<file path="src/rtl/pipelined_cla_alu.sv">
// Two-stage pipelined ALU with a two-level carry-lookahead adder and valid/ready handshakes.
// Define ALU_OVERFLOW_EN to compute and register the signed-overflow output; otherwise ovf is tied to 0.
module pipelined_cla_alu #(
   parameter int WIDTH = 16
) (
   input  logic             clk,
   input  logic             rst,
   input  logic             in_valid,
   output logic             in_ready,
   input  logic [WIDTH-1:0] a,
   input  logic [WIDTH-1:0] b,
   input  logic             cin,
   input  logic             m,
   input  logic [1:0]       s,
   output logic             out_valid,
   input  logic             out_ready,
   output logic [WIDTH-1:0] y,
   output logic             cout,
   output logic             zero,
   output logic             ovf
);

   localparam int GROUPS = WIDTH / 4;

   logic [WIDTH-1:0]  b_eff;
   logic [WIDTH-1:0]  bit_p;
   logic [WIDTH-1:0]  bit_g;
   logic [GROUPS-1:0] grp_p;
   logic [GROUPS-1:0] grp_g;
   logic              carry0;

   logic              s1_valid;
   logic [WIDTH-1:0]  s1_a;
   logic [WIDTH-1:0]  s1_b;
   logic              s1_c0;
   logic [GROUPS-1:0] s1_gp;
   logic [GROUPS-1:0] s1_gg;
   logic              s1_m;
   logic [1:0]        s1_s;

   logic              s2_valid;
   logic              s1_adv;
   logic              s2_adv;

   logic [GROUPS:0]   grp_c;
   logic [WIDTH-1:0]  bit_c;
   logic              run_p;
   logic [WIDTH-1:0]  res_y;
   logic              res_cout;

   // A stage may load when it is empty or its contents move on this cycle.
   assign s2_adv    = !s2_valid || out_ready;
   assign s1_adv    = !s1_valid || s2_adv;
   assign in_ready  = s1_adv;
   assign out_valid = s2_valid;

   // Stage 1: effective B operand, per-bit p/g and nibble-level group P/G.
   always_comb begin
      b_eff = (!m && s[1]) ? ~b : b;
      bit_p = a | b_eff;
      bit_g = a & b_eff;
      case (s)
         2'b00:   carry0 = 1'b0;
         2'b10:   carry0 = 1'b1;
         default: carry0 = cin;
      endcase
      grp_p = '0;
      grp_g = '0;
      for (int k = 0; k < GROUPS; k++) begin
         grp_p[k] = &bit_p[4*k +: 4];
         grp_g[k] = bit_g[4*k+3]
                  | (bit_p[4*k+3] & bit_g[4*k+2])
                  | (bit_p[4*k+3] & bit_p[4*k+2] & bit_g[4*k+1])
                  | (bit_p[4*k+3] & bit_p[4*k+2] & bit_p[4*k+1] & bit_g[4*k]);
      end
   end

   // Stage 2: each group carry is a flat sum of products over the lower group terms.
   always_comb begin
      grp_c    = '0;
      grp_c[0] = s1_c0;
      run_p    = 1'b0;
      for (int k = 0; k < GROUPS; k++) begin
         grp_c[k+1] = s1_gg[k];
         run_p      = s1_gp[k];
         for (int j = k - 1; j >= 0; j--) begin
            grp_c[k+1] = grp_c[k+1] | (run_p & s1_gg[j]);
            run_p      = run_p & s1_gp[j];
         end
         grp_c[k+1] = grp_c[k+1] | (run_p & s1_c0);
      end

      bit_c = '0;
      for (int i = 0; i < WIDTH; i++) begin
         if (i % 4 == 0)
            bit_c[i] = grp_c[i/4];
         else
            bit_c[i] = (s1_a[i-1] & s1_b[i-1]) | ((s1_a[i-1] | s1_b[i-1]) & bit_c[i-1]);
      end

      res_y    = '0;
      res_cout = 1'b0;
      if (!s1_m) begin
         res_y    = s1_a ^ s1_b ^ bit_c;
         res_cout = grp_c[GROUPS];
      end else begin
         case (s1_s)
            2'b00:   res_y = s1_a & s1_b;
            2'b01:   res_y = s1_a | s1_b;
            2'b10:   res_y = s1_a ^ s1_b;
            default: res_y = ~s1_a;
         endcase
      end
   end

   // Pipeline registers; data only loads alongside its valid bit so stalled results stay put.
   always_ff @(posedge clk) begin
      if (rst) begin
         s1_valid <= 1'b0;
         s2_valid <= 1'b0;
         y        <= '0;
         cout     <= 1'b0;
         zero     <= 1'b0;
      end else begin
         if (s1_adv) begin
            s1_valid <= in_valid;
            if (in_valid) begin
               s1_a  <= a;
               s1_b  <= b_eff;
               s1_c0 <= carry0;
               s1_gp <= grp_p;
               s1_gg <= grp_g;
               s1_m  <= m;
               s1_s  <= s;
            end
         end
         if (s2_adv) begin
            s2_valid <= s1_valid;
            if (s1_valid) begin
               y    <= res_y;
               cout <= res_cout;
               zero <= (res_y == '0);
            end
         end
      end
   end

`ifdef ALU_OVERFLOW_EN
   logic res_ovf;

   // Signed overflow: carry into the sign bit disagrees with the carry out of it.
   assign res_ovf = !s1_m && (bit_c[WIDTH-1] ^ grp_c[GROUPS]);

   always_ff @(posedge clk) begin
      if (rst)
         ovf <= 1'b0;
      else if (s2_adv && s1_valid)
         ovf <= res_ovf;
   end
`else
   assign ovf = 1'b0;
`endif

endmodule
</file>
<file path="config.mk">
export PLATFORM = sky130hd
export DESIGN_NAME = pipelined_cla_alu
export DESIGN_NICKNAME = d
export VERILOG_FILES = /design/src/rtl/pipelined_cla_alu.sv
export SDC_FILE = /design/constraint.sdc
export NUM_CORES = 1
export LEC_CHECK = 0
export CAP_MARGIN = 5
export CORE_MARGIN = 2
export CORE_UTILIZATION = 36
export CTS_CLUSTER_DIAMETER = 30
export DETAILED_ROUTE_END_ITERATION = 12
export DONT_BUFFER_PORTS = 1
export PLACE_DENSITY = 0.48
export SYNTH_ARGS = -nofsm -noshare
export SYNTH_HDL_FRONTEND = slang
export SYNTH_SLANG_ARGS = --single-unit
</file>
<file path="constraint.sdc">
create_clock -name clk -period 3 [get_ports clk]
set_input_delay 0.45 -clock clk [delete_from_list [all_inputs] [get_ports clk]]
set_output_delay 0.45 -clock clk [all_outputs]
set_load 0.05 [all_outputs]
</file>
-- Word level (Yosys, flattened, before mapping)
Cells that the tools add are included.
- output and inout port bits: 21
- register bits: 64
- logic and storage cells: 150
- mux-type cells: 5
- bitwise operators: 115
- equality and inequality tests: 3
- reductions and logical operators: 15
- operators by type and width (kind ; count):
    $and A1 B1 Y1 ; 60
    $pmux W16 S3 ; 1
    $or A1 B1 Y1 ; 46
    $and A16 B16 Y16 ; 2
    $mux W16 ; 2
    $not A16 Y16 ; 2
    $or A16 B16 Y16 ; 2
    $xor A16 B16 Y16 ; 2
    $logic_not A16 Y1 ; 1
    $reduce_and A4 Y1 ; 4
    $eq A2 B2 Y1 const B ; 2
    $logic_not A2 Y1 ; 2
    $logic_not A1 Y1 ; 3
    $reduce_and A3 Y1 ; 1
    $eq A2 B1 Y1 const B ; 1
    $logic_or A1 B1 Y1 ; 2
    $pmux W1 S2 ; 1
    $reduce_and A2 Y1 ; 1
    $logic_and A1 B1 Y1 ; 1
    $mux W1 ; 1
    $not A1 Y1 ; 1

-- Depth between registers and ports, before layout
Gate-level depths: netlist (run 1).
- depth in word-level cells: 13
- mapped depth: 12
- gate-level depth less buffers: 12

-- Worst setup path after synthesis (run 1)
OpenSTA, ideal clock, no wires.
- path kind: flip-flop to flip-flop
- start point: register s2_valid, in the netlist out_valid
- end point: register s1_a[0], enable pin
- clock period less this slack: 2.675 ns
- path buffers: 0
- library setup time: 0.406 ns
- arrival time: 2.269 ns
- required time: 2.594 ns
- slack: 0.325 ns
- cell stages (with the launch flop): 4
- path through: dfxtp_1 -> nor2b_1 -> nand2_1 -> and3b_1
- longest elaborated chain between the ends: 4
- RTL lines (item ; line ; text):
    from (decl) ; 41 ; logic s2_valid;
    from (signal assigned) ; 138 ; s2_valid <= s1_valid;
    $logic_not A1 Y1 ; 52 ; assign s2_adv = !s2_valid || out_ready;
    $logic_or A1 B1 Y1 ; 52 ;
    $logic_or A1 B1 Y1 ; 53 ; assign s1_adv = !s1_valid || s2_adv;
    named net in_ready ; 9 ; output logic in_ready,
    $reduce_and A3 Y1 (no line) ; n/a ;
    to (signal assigned) ; 128 ; s1_a <= a;
    to (decl) ; 33 ; logic [WIDTH-1:0] s1_a;
The timed path passes the listed nets, and every way through them passes these cells.
A chain may end at the register's enable or synchronous reset.

-- Worst setup path after layout (run 1)
- start point: register s1_c0
- end point: register zero
- longest elaborated chain between the ends: 11
- elaborated cells on any way between the ends: 33
- those cells by class: 1 x mux; 31 x bitwise; 1 x reduce/logical
- RTL lines (item ; line ; text):
    from (decl) ; 35 ; logic s1_c0;
    from (signal assigned) ; 130 ; s1_c0 <= carry0;
    $and A1 B1 Y1 ; 90 ; grp_c[k+1] = grp_c[k+1] | (run_p & s1_c0);
    $or A1 B1 Y1 ; 90 ;
    $and A1 B1 Y1 ; 98 ; bit_c[i] = (s1_a[i-1] & s1_b[i-1]) | ((s1_a[i-1] | s1_b[i-1]) & bit_c[i-1]);
    $or A1 B1 Y1 ; 98 ;
    $and A1 B1 Y1 ; 98 ;
    $or A1 B1 Y1 ; 98 ;
    $and A1 B1 Y1 ; 98 ;
    $or A1 B1 Y1 ; 98 ;
    $xor A16 B16 Y16 * ; 104 ; res_y = s1_a ^ s1_b ^ bit_c;
    $mux W16 * ; 103 ; if (!s1_m) begin
    $logic_not A16 Y1 * ; 142 ; zero <= (res_y == '0);
    to (signal assigned) ; 142 ;
    to (decl) ; 19 ; output logic zero,
Every way passes the cells marked *; elsewhere a longest branch is shown, timed or not.

==> results of run 1 <==
[kinds of logic (layout without fill, tap and decap cells)]
group / after synthesis / count (layout) / share of synthesized area
and+or+nand+nor: 101 / 101 / 0.115
AOI/OAI and AO/OA: 65 / 65 / 0.103
DFF: 64 / 64 / 0.431
buffers and inverters: 64 / 70 / 0.0670
adders and majority gates: 44 / 44 / 0.160
xor gates and xnor gates: 19 / 19 / 0.0416
muxes: 19 / 19 / 0.0810
other: 1 / 1 / 0.000938
[power groups by stage]
stage / combinational (W) / sequential [W] / clock, W
6_report: 0.000329 / 0.00109 / 0.000801
4_1_cts: 0.000334 / 0.00110 / 0.000831
3_3_place_gp: 0.000326 / 0.00111 / 0
3_5_place_dp: 0.000334 / 0.00112 / 0
2_1_floorplan: 0.000263 / 0.00110 / 0
5_1_grt: 0.000379 / 0.00110 / 0.000868
[routing by layer]
| metal | track usage | vias to the layer above | part of all wire |
|---|---|---|---|
| li1 | - | 1310 | - |
| met1 | 0.196 | 1214 | 0.49 |
| met2 | 0.217 | 75 | 0.42 |
| met3 | 0.0492 | 11 | 0.072 |
| met4 | 0.0597 | 0 | 0.016 |
| met5 | 0 | - | 0 |
[state kept, by name, summed over array words and instances (netlist names), 2 cells and up]
register and cells:
s1_a 16, s1_b 16, s1_gg 4, s1_gp 4, s1_s 2, y 16
[area by class of cell]
type	instances	area, µm²	area share
inverters	46	173	0.0397
clock inverters	6	83.8	0.0193
clock buffers	10	128	0.0293
repair buffers	8	60.1	0.0138
flip-flops and latches	64	1720	0.396
multi-input cells	249	2010	0.462
well taps	140	175	0.0403
[metrics by stage]
step	util	setup slack [ns]	area (µm²)	power, W	instances
5_1_grt	0.401	0.0256	4350	0.00235	523
4_1_cts	0.401	0.234	4350	0.00226	523
3_5_place_dp	0.382	0.262	4140	0.00145	507
2_1_floorplan	-	0.325	4000	0.00137	377
6_report	0.401	0.256	4350	0.00222	523
3_3_place_gp	0.382	0.338	4140	0.00144	507
[cell usage after synthesis, drive strengths merged, types with 2 or more instances]
master / number / area share
a211oi: 12 / 0.023
a21o: 3 / 0.0056
a21oi: 19 / 0.024
a22oi: 4 / 0.0075
a31oi: 4 / 0.0063
buf: 12 / 0.018
clkbuf: 6 / 0.0056
dfxtp: 20 / 0.10
edfxtp: 44 / 0.33
fa: 12 / 0.060
ha: 32 / 0.10
inv: 46 / 0.043
mux2: 2 / 0.0056
mux2i: 8 / 0.020
mux4: 9 / 0.055
nand2: 20 / 0.019
nand2b: 5 / 0.0078
nand3: 3 / 0.0038
nand3b: 2 / 0.0038
nor2: 45 / 0.042
nor2b: 7 / 0.011
nor3: 13 / 0.016
nor4: 2 / 0.0047
o211ai: 2 / 0.0038
o21ai: 8 / 0.010
o22ai: 6 / 0.0094
o31ai: 2 / 0.0038
xnor2: 16 / 0.035
xor2: 3 / 0.0066
[critical path: stages (launching register included)]
cell      delay (ns)
edfxtp_1        0.37
a21o_1          0.17
a21o_1          0.18
fa_1            0.17
inv_1           0.04
fa_1            0.39
fa_1            0.52
nand2_1         0.06
nor3_1          0.13
nand3_1         0.10
nor4_1          0.20
a41oi_1         0.09
o31ai_1         0.24
[path summary, 6_finish.rpt]
| check | start | end | slack (ns) | depth (start not counted) |
|---|---|---|---|---|
| min reg2reg | s1_valid$_SDFFE_PP0P_ | out_valid$_SDFFE_PP0N_ | 0.53 | 2 |
| max | s1_c0$_DFFE_PP_ | zero$_SDFFE_PP0P_ | 0.26 | 12 |
| max reg2reg | s1_c0$_DFFE_PP_ | zero$_SDFFE_PP0P_ | 0.26 | 12 |
| min | rst | cout$_SDFFE_PP0P_ | 0.16 | 1 |
==> out/metrics.cfg, run 1 <==
[grt]
grt_first_pass_wirelength_mm = 13.1
grt_start_max_net_pins = 45
grt_overflow_total = 0
antenna_found_initial = 0
grt_pass1_vias = 2687
grt_usage = 0.147

[sta]
setup_tns_ns = 0
finalClockSkew_ns = 0.00477
maxSlewViolCount = 0
fin_crit_sh = 0.915
finalCriticalPeriod_ns = 2.74
max_freq_mhz = 364
rsz0062_at_grt = no
slew_headroom = 0.606
finalHoldViolCount = 0
tightest_slew_ns = 0.590
hold_slack_ns = 0.160
finalSetupViolations = 0

[finish]
drive_gt1_frac = 0.0809
nets = 462
layout_commonest_cell = inv_1
diodes = 0
final_cell_mix = inv_1, nor2_1, edfxtp_1, ha_1
areaGrowthSynthToFinish_pct = 8.82
n_fill_cell = 1072

[floorplanning]
die_area_um2 = 12000
dieWidth_um = 109
core_area_um2 = 10800
fp.dieH_um = 109
initial_utilization = 0.369
core.rowCount = 38
ios = 61

[outcome]
status = finished, final reports clean

[routing]
vias_per_cell = 4.99
firstDrtPassIters = 4
drt-total-wl_mm = 7.96
drt_iter0_drc = 163
vias = 2610
drc_errors = 0
drtAntennaViolNets = 0
wl_per_cell_um = 15.2

[cts]
cts_setup_buffers = 0
cts_resized = 0
insertion_delay_ns = 0.35
cts.clk_slew.worst_paths_ns = 0.07
cts_root_buf = clkbuf_8
cts_hold_buf = 0
cts_made_buffers = 9
cts_buffer_depth = 2
h-tree-depth = 3
cts_tree = done
cts_sinks = 64

[setup_path]
worstSetupPathType = reg -> reg
crit_required_ns = 3.26
cp.arrival_ns = 3.01
end_kind = flip-flop
path_max_fanout = 2
start_kind = flip-flop

[placement]
hpwl_mm = 6.26
io_buffers = 0
finalWeightedCongestion = 0.784

[yosys]
yosys_register_bits = 64
syn-num-nets = 461
ys_types = 45
yosysWarnings = 0
synthArstFlopShare = 0
synthCells = 377
synth-edff-count = 44
synth_ff_type = edfxtp_1
syn_area_um2 = 4000
syn_avg_cell_area_um2 = 10.6
yosysSeqAreaShare = 0.431

[pwr]
seqPwrFrac = 0.492
internal_power_w = 0.00161
power.switching_w = 0.000616
p_clk_frac = 0.360
switching_share = 0.277
power.density_nw_per_um2 = 511
peakVddDrop_mv = 0.179
p_leak_nw = 1.75
p_comb_frac = 0.148

[flow_run]
cap_violations = 0

[hold_path]
min_path_type = in -> reg

(Power assumes the default switching activity.)
==> inputs of run 2 (changes only) <==
- clock period: 3 -> 3.1 ns (I/O delays scaled with it)
==> out/metrics.cfg, run 2 (synthesis gave the netlist of run 1 again) <==
[outcome]
status = finished, final reports clean

[floorplanning]
die_area_um2 = 12000
dieWidth_um = 109
core_area_um2 = 10800
ios = 61
fp.dieH_um = 109
initial_utilization = 0.369
core.rowCount = 38

[routing]
vias_per_cell = 4.95
vias = 2584
drt-total-wl_mm = 7.96
drtAntennaViolNets = 0
drc_errors = 0
drt_iter0_drc = 142
wl_per_cell_um = 15.3
firstDrtPassIters = 4

[sta]
setup_tns_ns = 0
slew_headroom = 0.621
hold_slack_ns = 0.176
rsz0062_at_grt = no
max_freq_mhz = 362
finalSetupViolations = 0
tightest_slew_ns = 0.569
finalCriticalPeriod_ns = 2.76
finalHoldViolCount = 0
fin_crit_sh = 0.890
maxSlewViolCount = 0
finalClockSkew_ns = 0.00576
layout_setup_ws_ns = 0.340

[grt]
antenna_found_initial = 0
grt_first_pass_wirelength_mm = 12.9
grt_pass1_vias = 2597
grt_start_max_net_pins = 45
grt_usage = 0.146
grt_overflow_total = 0

[cts]
cts_resized = 0
cts_made_buffers = 9
cts_setup_buffers = 0
cts_tree = done
cts_root_buf = clkbuf_8
h-tree-depth = 3
cts_hold_buf = 0
cts_buffer_depth = 2
cts.clk_slew.worst_paths_ns = 0.07
insertion_delay_ns = 0.35
cts_sinks = 64

[flow_run]
cap_violations = 0

[pwr]
peakVddDrop_mv = 0.172
p_leak_nw = 1.73
switching_share = 0.289
power.density_nw_per_um2 = 478
power.switching_w = 0.000598
seqPwrFrac = 0.514
p_clk_frac = 0.334
internal_power_w = 0.00147
p_comb_frac = 0.152

[finish]
multi_input_area_um2 = 2010
stdcell_count = 522
top_regs = s1_a x16, s1_b x16, y x16
drive_gt1_frac = 0.0759
diodes = 0
nets = 461
layout_commonest_cell = inv_1
ff_latch_area_um2 = 1720
n_fill_cell = 1077
final_cell_mix = inv_1, nor2_1, edfxtp_1, ha_1
fin_util = 0.398
areaGrowthSynthToFinish_pct = 8.01

[placement]
placedCellCount = 506
post-place-ws_ns = 0.354
io_buffers = 0
hpwl_mm = 6.28
finalWeightedCongestion = 0.802

[hold_path]
min_path_type = in -> reg

[setup_path]
start_kind = flip-flop
end_kind = flip-flop
path_max_fanout = 2
cp.arrival_ns = 3.02
worstSetupPathType = reg -> reg
crit_required_ns = 3.36

[run 2: changes by cell type in the layout (fill, tap and decap cells not counted), sizes merged]
cell      before  now
clkinvlp       0    2
buf            8    7
bufinv         2    1
clkbuf        10    9
[run 2: final timing paths]
kind / start / endpoint / slack, ns / depth (start not counted)
worst max-delay path: s1_c0$_DFFE_PP_ / zero$_SDFFE_PP0P_ / 0.34 / 12
worst min-delay path: rst / y[1]$_SDFFE_PP0P_ / 0.18 / 1
worst max register to register: s1_c0$_DFFE_PP_ / zero$_SDFFE_PP0P_ / 0.34 / 12
worst min register to register: s1_valid$_SDFFE_PP0P_ / out_valid$_SDFFE_PP0N_ / 0.53 / 2
[run 2: cell type report]
cell class | instances | area share
inverter | 46 | 0.0400
multi-input combinational | 249 | 0.466
tap | 140 | 0.0406
sequential | 64 | 0.399
clock buffer | 9 | 0.0287
clock inverter | 7 | 0.0145
timing repair buffer | 7 | 0.0122
[run 2: power by group through the flow]
stage / logic, W / clock network (W) / registers, W
4_1_cts: 0.000320 / 0.000722 / 0.00106
3_3_place_gp: 0.000312 / 0 / 0.00108
5_1_grt: 0.000362 / 0.000756 / 0.00107
6_report: 0.000314 / 0.000690 / 0.00106
2_1_floorplan: 0.000255 / 0 / 0.00107
3_5_place_dp: 0.000319 / 0 / 0.00108
[run 2: stage by stage]
step | instance area (µm²) | total power, W
3_5_place_dp | 4130 | 0.00140
3_3_place_gp | 4130 | 0.00139
2_1_floorplan | 4000 | 0.00132
6_report | 4320 | 0.00207
5_1_grt | 4320 | 0.00219
4_1_cts | 4320 | 0.00211
[run 2: routing by layer]
layer  up-vias  track usage  routed length [µm]
met5         -            0                   0
met4         0       0.0597                 140
met3        12       0.0462                 470
met2        58        0.209                3340
met1      1206        0.204                4010
li1       1308            -                   -
[run 2: worst max-delay path, cell delays in order, from the launching register on]
cell and delay [ns]:
edfxtp_1 0.37, a21o_1 0.16, a21o_1 0.17, fa_1 0.17, inv_1 0.05, fa_1 0.40
fa_1 0.53, nand2_1 0.06, nor3_1 0.13, nand3_1 0.10, nor4_1 0.20, a41oi_1 0.09
o31ai_1 0.26
==> inputs of run 3 (changes only) <==
- CORE_UTILIZATION: 36 -> 55
- CTS_BUF_LIST: unset -> sky130_fd_sc_hd__clkbuf_4
- PLACE_DENSITY: 0.48 -> 0.68
==> out/metrics.cfg, run 3 (synthesis gave the netlist of run 1 again) <==
[placement]
io_buffers = 0
hpwl_mm = 5.67
finalWeightedCongestion = 0.841
dpl_cell_area_um2 = 4070

[hold_path]
hold_depth = 1
min_path_type = in -> reg

[cts]
cts_resized = 0
cts_hold_buf = 0
h-tree-depth = 3
cts_setup_buffers = 0
cts_made_buffers = 9
cts.clk_slew.worst_paths_ns = 0.11
cts_buffer_depth = 2
insertion_delay_ns = 0.41
cts_root_buf = clkbuf_4
cts_tree = done
cts_sinks = 64

[setup_path]
worstSetupPathType = reg -> reg
reg2regPathDepth = 12
cp.arrival_ns = 3.04
crit_top_cell = fa_1
end_kind = flip-flop
cp_slowest_cell = fa_1
max_stage_delay_ns = 0.52
start_kind = flip-flop
crit_chain = a21o_1 -> a21o_1 -> fa_1 -> inv_1 -> fa_1 -> fa_1 -> nand2_1 -> nor3_1 -> nand3_1 -> nor4_1 -> a41oi_1 -> o31ai_1
crit_required_ns = 3.43
path_max_fanout = 2

[routing]
firstDrtPassIters = 4
drc_errors = 0
drt-total-wl_mm = 7.21
vias_per_cell = 5.45
wl_met2_mm = 3.22
wl_met1_mm = 3.49
routed.top_layer = met4
wl_met3_um = 439
drt_iter0_drc = 107
vias = 2611
wl_per_cell_um = 15.1
drtAntennaViolNets = 0

[sta]
finalCriticalPeriod_ns = 2.71
finalSetupViolations = 0
setup_tns_ns = 0
fin_crit_sh = 0.874
slew_headroom = 0.366
max_freq_mhz = 369
rsz0062_at_grt = no
finalClockSkew_ns = 0.0119
maxSlewViolCount = 0
finalHoldViolCount = 0
tightest_slew_ns = 0.951

[floorplanning]
initial_utilization = 0.560
core.rowCount = 31
core_area_um2 = 7140
die_area_um2 = 7970
fp.dieH_um = 89.3
ios = 61
dieWidth_um = 89.3

[grt]
antenna_found_initial = 0
grt_overflow_total = 0
grt_start_max_net_pins = 45
grt_pass1_vias = 2464
grt_usage = 0.191
grt_first_pass_wirelength_mm = 11.4

[finish]
final_cell_mix = inv_1, nor2_1, edfxtp_1, ha_1
n_fill_cell = 635
layout_commonest_cell = inv_1
nets = 459
diodes = 0
ff_latch_area_um2 = 1720
multi_input_area_um2 = 2010
fin_area_um2 = 4220
drive_gt1_frac = 0.0763
top_regs = s1_a x16, s1_b x16, y x16
areaGrowthSynthToFinish_pct = 5.63

[pwr]
peakVddDrop_mv = 0.268
power.density_nw_per_um2 = 474
p_leak_nw = 1.71

[outcome]
status = finished, final reports clean

[flow_run]
cap_violations = 0

run 3: final timing paths:
path                    startpoint                     end  slack (ns)
max                s1_c0$_DFFE_PP_       zero$_SDFFE_PP0P_        0.39
min                            rst       y[2]$_SDFFE_PP0P_        0.11
max reg2reg        s1_c0$_DFFE_PP_       zero$_SDFFE_PP0P_        0.39
min reg2reg  s1_valid$_SDFFE_PP0P_  out_valid$_SDFFE_PP0N_        0.53
run 3: critical path: cells and delay by family (launching register included):
kind,cells,cell delay [ns]
flip-flops,1,0.39
adder cells (fa/ha/maj),3,1.07
AO/OA/AOI/OAI,4,0.67
buffers and inverters,1,0.05
AND/OR/NAND/NOR,4,0.45
run 3: area by class of cell:
class | instances | area share
Multi-Input combinational cell | 249 | 0.476
Sequential cell | 64 | 0.408
Inverter | 46 | 0.0409
Tap cell | 99 | 0.0293
Clock inverter | 6 | 0.0195
Clock buffer | 10 | 0.0178
Timing Repair Buffer | 5 | 0.00889
run 3: metal layers:
metal	vias up	GRT usage
met5	-	0
met4	0	0.0488
met3	7	0.0609
met2	69	0.288
met1	1227	0.271
li1	1308	-
run 3: metrics by stage:
step	total power, W	setup slack [ns]	hold slack, ns	std cells	util
floorplan	0.00132	0.425	0.496	377	-
finish	0.00200	0.390	0.112	479	0.592
detailed placement	0.00139	0.406	0.515	463	0.570
global route	0.00211	0.0396	0.0707	479	0.592
global placement	0.00138	0.476	0.503	463	0.570
CTS	0.00202	0.378	0.0885	479	0.592
run 3: report_power, final:
part | switching, W | total, W | internal, W
Combinational | 0.000176 | 0.000308 | 0.000132
Sequential | 0.0000909 | 0.00106 | 0.000971
Clock | 0.000300 | 0.000633 | 0.000333
